**config.mk**
```make
export PLATFORM = sky130hd
export DESIGN_NAME = fp16_align_shift_flat
export DESIGN_NICKNAME = d
export VERILOG_FILES = /design/src/rtl/fp16_align_shift_if.sv /design/src/rtl/fp16_align_shift.sv /design/src/flat_wrapper.sv
export SDC_FILE = /design/constraint.sdc
export NUM_CORES = 1
export LEC_CHECK = 0
export CORE_MARGIN = 2
export CORE_UTILIZATION = 49
export CTS_CLUSTER_SIZE = 14
export DETAILED_ROUTE_END_ITERATION = 16
export PLACE_DENSITY = 0.86
export SLEW_MARGIN = 15
export SYNTH_ARGS = -nofsm -noshare
export SYNTH_HDL_FRONTEND = slang
export SYNTH_SLANG_ARGS = --single-unit
```
**constraint.sdc**
```tcl
create_clock -name CLK -period 2 [get_ports CLK]
set_input_delay 0.2 -clock CLK [delete_from_list [all_inputs] [get_ports CLK]]
set_output_delay 0.2 -clock CLK [all_outputs]
set_load 0.005 [all_outputs]
```
**src/rtl/fp16_align_shift_if.sv**
```systemverilog
// Operand/result handshake bundle for the FP16 exponent-alignment stage.
// The master drives operands and out_ready; the slave (the aligner) drives results.
interface fp16_align_shift_if #(
  parameter int unsigned EXP_W  = 5,
  parameter int unsigned MANT_W = 10
);
  localparam int unsigned W      = 1 + EXP_W + MANT_W;
  localparam int unsigned FRAC_W = MANT_W + 3;

  logic              in_valid;
  logic              in_ready;
  logic [W-1:0]      a;
  logic [W-1:0]      b;
  logic              out_valid;
  logic              out_ready;
  logic [EXP_W-1:0]  exp_out;
  logic [FRAC_W-1:0] big_frac;
  logic [FRAC_W-1:0] small_frac;
  logic              big_sign;
  logic              small_sign;
  logic              eff_sub;
  logic              special;

  modport master (
    output in_valid, a, b, out_ready,
    input  in_ready, out_valid, exp_out, big_frac, small_frac,
           big_sign, small_sign, eff_sub, special
  );

  modport slave (
    input  in_valid, a, b, out_ready,
    output in_ready, out_valid, exp_out, big_frac, small_frac,
           big_sign, small_sign, eff_sub, special
  );
endinterface

```
**src/rtl/fp16_align_shift.sv**
```systemverilog
// Pre-add exponent alignment: orders two FP16 operands by magnitude, then right-shifts
// the smaller fraction by the exponent difference with a sticky bit. Two-stage pipeline.
module fp16_align_shift #(
  parameter int unsigned EXP_W  = 5,
  parameter int unsigned MANT_W = 10
) (
  input logic               CLK,
  input logic               nRST,
  fp16_align_shift_if.slave bus
);
  localparam int unsigned W      = 1 + EXP_W + MANT_W;
  localparam int unsigned FRAC_W = MANT_W + 3;
  localparam logic [EXP_W-1:0] ShMax = EXP_W'(FRAC_W);

  // Handshake
  logic s1_valid_q, s2_valid_q;
  logic s1_adv, s2_adv;

  assign s2_adv       = !s2_valid_q || bus.out_ready;
  assign s1_adv       = !s1_valid_q || s2_adv;
  assign bus.in_ready = s1_adv;

  // Stage 1 combinational unpack and magnitude ordering
  logic              b_big;
  logic [W-1:0]      big_op, small_op;
  logic [EXP_W-1:0]  big_raw, small_raw, big_eff, small_eff;
  logic [FRAC_W-1:0] big13, small13;
  logic              special_in;

  always_comb begin
    b_big      = bus.b[W-2:0] > bus.a[W-2:0];
    big_op     = b_big ? bus.b : bus.a;
    small_op   = b_big ? bus.a : bus.b;
    big_raw    = big_op[W-2:MANT_W];
    small_raw  = small_op[W-2:MANT_W];
    // Subnormals share the exponent of the smallest normal.
    big_eff    = (big_raw == '0) ? EXP_W'(1) : big_raw;
    small_eff  = (small_raw == '0) ? EXP_W'(1) : small_raw;
    big13      = {big_raw != '0, big_op[MANT_W-1:0], 2'b00};
    small13    = {small_raw != '0, small_op[MANT_W-1:0], 2'b00};
    special_in = (&bus.a[W-2:MANT_W]) | (&bus.b[W-2:MANT_W]);
  end

  logic [EXP_W-1:0]  s1_exp_q, s1_diff_q;
  logic [FRAC_W-1:0] s1_big_q, s1_small_q;
  logic              s1_big_sign_q, s1_small_sign_q, s1_eff_sub_q, s1_special_q;

  always_ff @(posedge CLK or negedge nRST) begin
    if (!nRST) begin
      s1_valid_q      <= 1'b0;
      s1_exp_q        <= '0;
      s1_diff_q       <= '0;
      s1_big_q        <= '0;
      s1_small_q      <= '0;
      s1_big_sign_q   <= 1'b0;
      s1_small_sign_q <= 1'b0;
      s1_eff_sub_q    <= 1'b0;
      s1_special_q    <= 1'b0;
    end else if (s1_adv) begin
      s1_valid_q <= bus.in_valid;
      if (bus.in_valid) begin
        s1_exp_q        <= big_eff;
        s1_diff_q       <= big_eff - small_eff;
        s1_big_q        <= big13;
        s1_small_q      <= small13;
        s1_big_sign_q   <= big_op[W-1];
        s1_small_sign_q <= small_op[W-1];
        s1_eff_sub_q    <= bus.a[W-1] ^ bus.b[W-1];
        s1_special_q    <= special_in;
      end
    end
  end

  // Stage 2 combinational shift; low half of the wide vector holds the shifted-out bits.
  logic [EXP_W-1:0]    sh;
  logic [2*FRAC_W-1:0] wide;
  logic [FRAC_W-1:0]   aligned;

  always_comb begin
    sh      = (s1_diff_q >= ShMax) ? ShMax : s1_diff_q;
    wide    = {s1_small_q, {FRAC_W{1'b0}}} >> sh;
    aligned = {wide[2*FRAC_W-1:FRAC_W+1], wide[FRAC_W] | (|wide[FRAC_W-1:0])};
  end

  logic [EXP_W-1:0]  s2_exp_q;
  logic [FRAC_W-1:0] s2_big_q, s2_small_q;
  logic              s2_big_sign_q, s2_small_sign_q, s2_eff_sub_q, s2_special_q;

  always_ff @(posedge CLK or negedge nRST) begin
    if (!nRST) begin
      s2_valid_q      <= 1'b0;
      s2_exp_q        <= '0;
      s2_big_q        <= '0;
      s2_small_q      <= '0;
      s2_big_sign_q   <= 1'b0;
      s2_small_sign_q <= 1'b0;
      s2_eff_sub_q    <= 1'b0;
      s2_special_q    <= 1'b0;
    end else if (s2_adv) begin
      s2_valid_q <= s1_valid_q;
      if (s1_valid_q) begin
        s2_exp_q        <= s1_exp_q;
        s2_big_q        <= s1_big_q;
        s2_small_q      <= aligned;
        s2_big_sign_q   <= s1_big_sign_q;
        s2_small_sign_q <= s1_small_sign_q;
        s2_eff_sub_q    <= s1_eff_sub_q;
        s2_special_q    <= s1_special_q;
      end
    end
  end

  assign bus.out_valid  = s2_valid_q;
  assign bus.exp_out    = s2_exp_q;
  assign bus.big_frac   = s2_big_q;
  assign bus.small_frac = s2_small_q;
  assign bus.big_sign   = s2_big_sign_q;
  assign bus.small_sign = s2_small_sign_q;
  assign bus.eff_sub    = s2_eff_sub_q;
  assign bus.special    = s2_special_q;
endmodule
```
**src/flat_wrapper.sv**
```systemverilog
// flat-port wrapper written by rule: the top's interface ports become plain ports
module fp16_align_shift_flat 
#(
  parameter int unsigned EXP_W  = 5,
  parameter int unsigned MANT_W = 10
)
  (CLK, nRST, bus_in_valid, bus_a, bus_b, bus_out_ready, bus_in_ready, bus_out_valid, bus_exp_out, bus_big_frac, bus_small_frac, bus_big_sign, bus_small_sign, bus_eff_sub, bus_special);
  fp16_align_shift_if #(.EXP_W(EXP_W), .MANT_W(MANT_W)) bus_i ();
  input logic CLK;
  input logic nRST;
  input wire logic [$bits(bus_i.in_valid)-1:0] bus_in_valid;
  input wire logic [$bits(bus_i.a)-1:0] bus_a;
  input wire logic [$bits(bus_i.b)-1:0] bus_b;
  input wire logic [$bits(bus_i.out_ready)-1:0] bus_out_ready;
  output wire logic [$bits(bus_i.in_ready)-1:0] bus_in_ready;
  output wire logic [$bits(bus_i.out_valid)-1:0] bus_out_valid;
  output wire logic [$bits(bus_i.exp_out)-1:0] bus_exp_out;
  output wire logic [$bits(bus_i.big_frac)-1:0] bus_big_frac;
  output wire logic [$bits(bus_i.small_frac)-1:0] bus_small_frac;
  output wire logic [$bits(bus_i.big_sign)-1:0] bus_big_sign;
  output wire logic [$bits(bus_i.small_sign)-1:0] bus_small_sign;
  output wire logic [$bits(bus_i.eff_sub)-1:0] bus_eff_sub;
  output wire logic [$bits(bus_i.special)-1:0] bus_special;
  assign bus_i.in_valid = bus_in_valid;
  assign bus_i.a = bus_a;
  assign bus_i.b = bus_b;
  assign bus_i.out_ready = bus_out_ready;
  assign bus_in_ready = bus_i.in_ready;
  assign bus_out_valid = bus_i.out_valid;
  assign bus_exp_out = bus_i.exp_out;
  assign bus_big_frac = bus_i.big_frac;
  assign bus_small_frac = bus_i.small_frac;
  assign bus_big_sign = bus_i.big_sign;
  assign bus_small_sign = bus_i.small_sign;
  assign bus_eff_sub = bus_i.eff_sub;
  assign bus_special = bus_i.special;
  fp16_align_shift #(.EXP_W(EXP_W), .MANT_W(MANT_W)) u_core (.CLK(CLK), .nRST(nRST), .bus(bus_i));
endmodule
```
==> results.txt <==
The largest individual stage delay along the critical path comes from the cell nor4_4. TritonCTS built the clock tree. The number of iterations in the first detailed-routing pass came out at 5. The share of total power dissipated in sequential elements is 32.6%. The synthesized flop and latch total came out at 71.

The total overflow left after global routing is 0. Detailed routing inserted a total of 4420 vias. The post-synthesis cell type count is 65.

The endpoint identified for the worst register-to-register timing path is u_core.bus.small_frac[4]. The count of buffering cells on the critical path with inverters included is 4. The fraction of final layout cells with drive strength greater than 1 is 34.9%. The count of antenna diodes in the layout is 0. Port buffering added 70 buffers. The worst setup path is captured at a flip-flop. The setup violation total in the final timing report is 14. Cells fill around 74% of the core in the end. In the final timing run, aggregate negative setup slack is -4090 ps. Setup repair after global routing could not meet its margin everywhere. The fraction of synthesized cell area taken by the top area cell type came out at between 40% and 50%. The count of nets left with antenna violations after detail routing is 0. The cell sitting at the root of the clock tree is a clkbuf_8.

For this run, design rule violations remaining after detail routing come to 0. Summing internal, switching and leakage power gives 6340 µW. Summing every instance area after synthesis gives 4420 µm². Traced cell by cell, the critical path runs through buf_8 -> inv_4 -> ha_4 -> nand4_1 -> buf_4 -> nor4_4 -> a21oi_4 -> and3_4 -> a2111o_1 -> o21ai_2 -> ha_4 -> fa_2 -> inv_2 -> a21o_1 -> a21oi_2 -> xor2_1 -> o21ai_1. The minimum setup slack in the final design came out at -909 ps. The normalized max-slew margin came out at approximately three fifths. The number of global-route vias before repair is 4506. The placer's final routability congestion estimate came out at 0.883. The cell type with the highest occurrence count on the critical path is ha_4.

Clock-pin slew was measured on the worst setup and hold paths at 90 ps. The proportion of power drawn by the clock network is 16.7%. By area, the combinational part of the netlist is dominated by simple AND/OR/NAND/NOR gates. The half-perimeter wire length after placement came out at 9.06 mm. The hold violation total from the final report is 0. Of the available clock period, the critical path in the final layout requires 145%. The switching power of the nets is 2390 µW. The area fraction in compound gates after synthesis came out at roughly 16%.

The synthesized instance count came out at 494. For the final database, setup skew stands at 9.77 ps. The area growth from synthesis to layout is 46.5%. nand2_1 is the most common cell in the netlist.

At the worst endpoint, the required time is 2240 ps. The biggest area contributor in the post-synthesis netlist is dfrtp_1. The number of clock buffers added by TritonCTS is 9. The source-to-sink clock delay at the later pin of the worst-skew pair came out at approximately 360 ps. The max-cap violation count is 0. In this run the most critical hold path is launched from bus_b[0].

By area the synthesized netlist is led by dfrtp_1 (40%), nand2_1 (9.9%), mux2i_1 (8.2%). The CTS H-tree depth came out at 3. Dividing the detail-routed wire length by the instance count gives 18.4 µm. The gate family responsible for the most delay along the worst path is compound AO/OA/AOI/OAI gates. The die boundary width came out at ~100 µm.

The share of cell area taken by muxes after synthesis came out at 12.6%. CTS saw 71 sinks. The largest single stage delay on the critical path is 390 ps.

The internal power contribution is 3950 µW. The floorplan step defined a core boundary enclosing 8720 µm². The kind of critical path is input pin to flip-flop. The checks that failed: negative setup slack. The final layout contains between 700 and 800 nets. The I/O pin count came out at 73.

The worst setup slack for register-to-register paths came out at -60 ps. The number of antenna violations at the first check in global routing came to 0. Summing the areas of all xor and xnor instances in the mapped netlist gives 0.793% of the synthesized area. The die covers 9790 µm².

During synthesis, Yosys emitted a total of 0 warnings. The count of pins over their slew limit is 0. The pin count of the biggest net entering global routing came out at 72. The number of flops mapped to enable cells by yosys is 0.

The number of DRC markers after the initial detailed-route iteration is 225. After synthesis, the most frequently instantiated cells are nand2_1 (116), dfrtp_1 (71), o21ai_0 (44). In the routed layout, each cell is associated on average with a via count of slightly below 6. In this run, the combinational gates consume 50.7% of the power. The final period demand of the worst path came out at 2910 ps.

In the synthesized netlist the dominant register cell turns out to be dfrtp_1. The async set-reset flop share out of synthesis came out at 100%. The transition time at the pin with the least slew margin came out at around 620 ps. The number of stages on the worst hold path is 3. The largest driver fanout on the critical path came out at 4.

The worst register-to-register path begins at u_core.s1_diff_q[3]. The wire length of the first global-routing pass came out at 21.9 mm. The number of cells on the worst reg-to-reg path is 6. The total number of cells along the worst setup path came out at 17. The post-synthesis sequential area ratio came out at 40.2%.

The switching power share of the total is between 30% and 40%. The flow ran to the end, but the final reports show violations. The data arrival time at the worst-slack endpoint came out at 3150 ps.

The worst setup path is launched from an input pin. The number of core rows is 34. The detailed-route wire length is 13.9 mm. The filler cells instantiated in the layout total about 570. Of the total synthesized cell area, the portion taken by AND, OR, NAND and NOR gates is 19.4%. The path with the worst hold slack has its endpoint at u_core.s1_big_q[2]. In this run the power density over the cells is roughly 980 nW/µm². The tightest min-delay check is of the input pin to flip-flop type.

The peak clock frequency supported by timing came out at 344 MHz. Across the VDD grid, the largest voltage drop is approximately 450 µV. Summed over all cells, the static leakage comes to just under 0.003 µW.

The clock passes through at most 2 buffers. The synthesized netlist devotes between 5 and 6% of its cell area to adder and majority cells. The post-synthesis average cell area is 8.94 µm². The global-route usage over all layers came out at 28.3%. The starting density of the core came out at 50.7%. The die extent in y came out at 99.0 µm.
## layout by cell type, fill, tap and decap left out, types with 4 or more instances in the layout
master           synthesis  layout
ha_4                     0      16
mux2i_1                 36      32
nand2b_1                 6       6
a21o_1                   6       6
clkdlybuf4s50_1          0      39
buf_6                    2      20
nor2_1                  15      15
o21ai_1                  2       8
buf_2                    4      17
o21a_1                   5       4
and3_1                   8       4
dfrtp_1                 71      70
clkbuf_8                 0       9
mux4_2                   4       4
nand2_1                116     115
a21oi_2                  1       5
buf_4                    4      84
and3_4                   0       4
inv_2                    0      14
nand3_1                 13      12
mux2_4                   4       4
o21ai_0                 44      36
nand3b_1                 4       4
inv_1                   21       5
a21oi_1                 23      17
nor4_1                   6       5
## repair_timing
item / 4_1_cts / 5_1_grt
endpoints found under the hold margin: 71 / 0
buffers inserted: 14 / 3
gates resized for setup: 184 / 26
pin swaps: 41 / 19
hold buffers: 1 / 0
gates cloned: 0 / 0
setup endpoints to repair: 39 / 31
## layer usage
layer  share of wire [%]  routed length, µm  vias to the layer above  GRT usage [%]
li1                    -                  -                     2029              -
met5                   0                  0                        -              0
met2                  52               7220                      185           50.5
met3                 4.6                642                       45           4.40
met4                 4.0                561                        0           12.8
met1                  40               5520                     2161           33.3
## area by class of cell
class | instances | area (µm²) | area share [%]
clock buffer | 10 | 128 | 1.97
timing repair buffer | 168 | 1460 | 22.5
clock inverter | 6 | 45.0 | 0.696
inverter | 21 | 83.8 | 1.30
sequential | 71 | 1780 | 27.5
tap | 108 | 135 | 2.09
multi-input combinational | 374 | 2850 | 44.0
## stage by stage
stage	hold slack [ps]	cells	cell area [µm²]	setup slack, ps
after global routing	217	758	6470	-981
after CTS	183	756	6340	-630
after floorplan	-95.6	495	4540	-869
final	212	758	6470	-909
after global placement	248	726	5870	-1350
after detailed placement	256	726	5870	-1490
## kinds of logic after synthesis
| group | Yosys count |
|---|---|
| DFF | 71 |
| adders and majority gates | 20 |
| buffers and inverters | 50 |
| xor gates and xnor gates | 4 |
| and+or+nand+nor | 189 |
| other | 1 |
| AOI/OAI and AO/OA | 111 |
| muxes | 48 |
## worst register-to-register path, stage by stage, from the launching register on
cell,delay [ps]
dfrtp_1,520
nand3_1,180
nand2_1,200
mux4_2,530
a21oi_1,170
o2bb2ai_1,90
mux2_2,260
## power by group through the flow
stage          clock, µW  combinational (µW)  sequential (µW)
2_1_floorplan          0                1640             2000
3_3_place_gp           0                2890             2060
3_5_place_dp           0                2960             2080
4_1_cts             1080                3090             2060
5_1_grt             1130                3480             2110
6_report            1060                3220             2070
## sequential cells by signal, indices dropped and copies added, names as in the netlist
register and count:
u_core.s1_exp_q 5, u_core.s1_valid_q 1, u_core.s1_small_sign_q 1, u_core.s1_big_q 11
u_core.s1_diff_q 5, u_core.bus.small_frac 13, u_core.bus.big_sign 1, u_core.bus.eff_sub 1
u_core.s1_big_sign_q 1, u_core.s1_special_q 1, u_core.bus.special 1, u_core.bus.exp_out 5
u_core.bus.big_frac 11, u_core.bus.out_valid 1, u_core.s1_small_q 11, u_core.s1_eff_sub_q 1
u_core.bus.small_sign 1
## how the worst max path moves through the flow
| stage | start | end | slack [ps] |
|---|---|---|---|
| after floorplan | bus_b[4] | u_core.s1_diff_q[4] | -870 |
| after global placement | bus_a[4] | u_core.s1_diff_q[4] | -1350 |
| after detailed placement | bus_a[4] | u_core.s1_diff_q[4] | -1490 |
| after CTS | bus_a[4] | u_core.s1_diff_q[4] | -630 |
| after global routing | bus_a[5] | u_core.s1_diff_q[4] | -980 |
| final | bus_a[5] | u_core.s1_diff_q[4] | -910 |
Power figures use the tool's default switching activity.
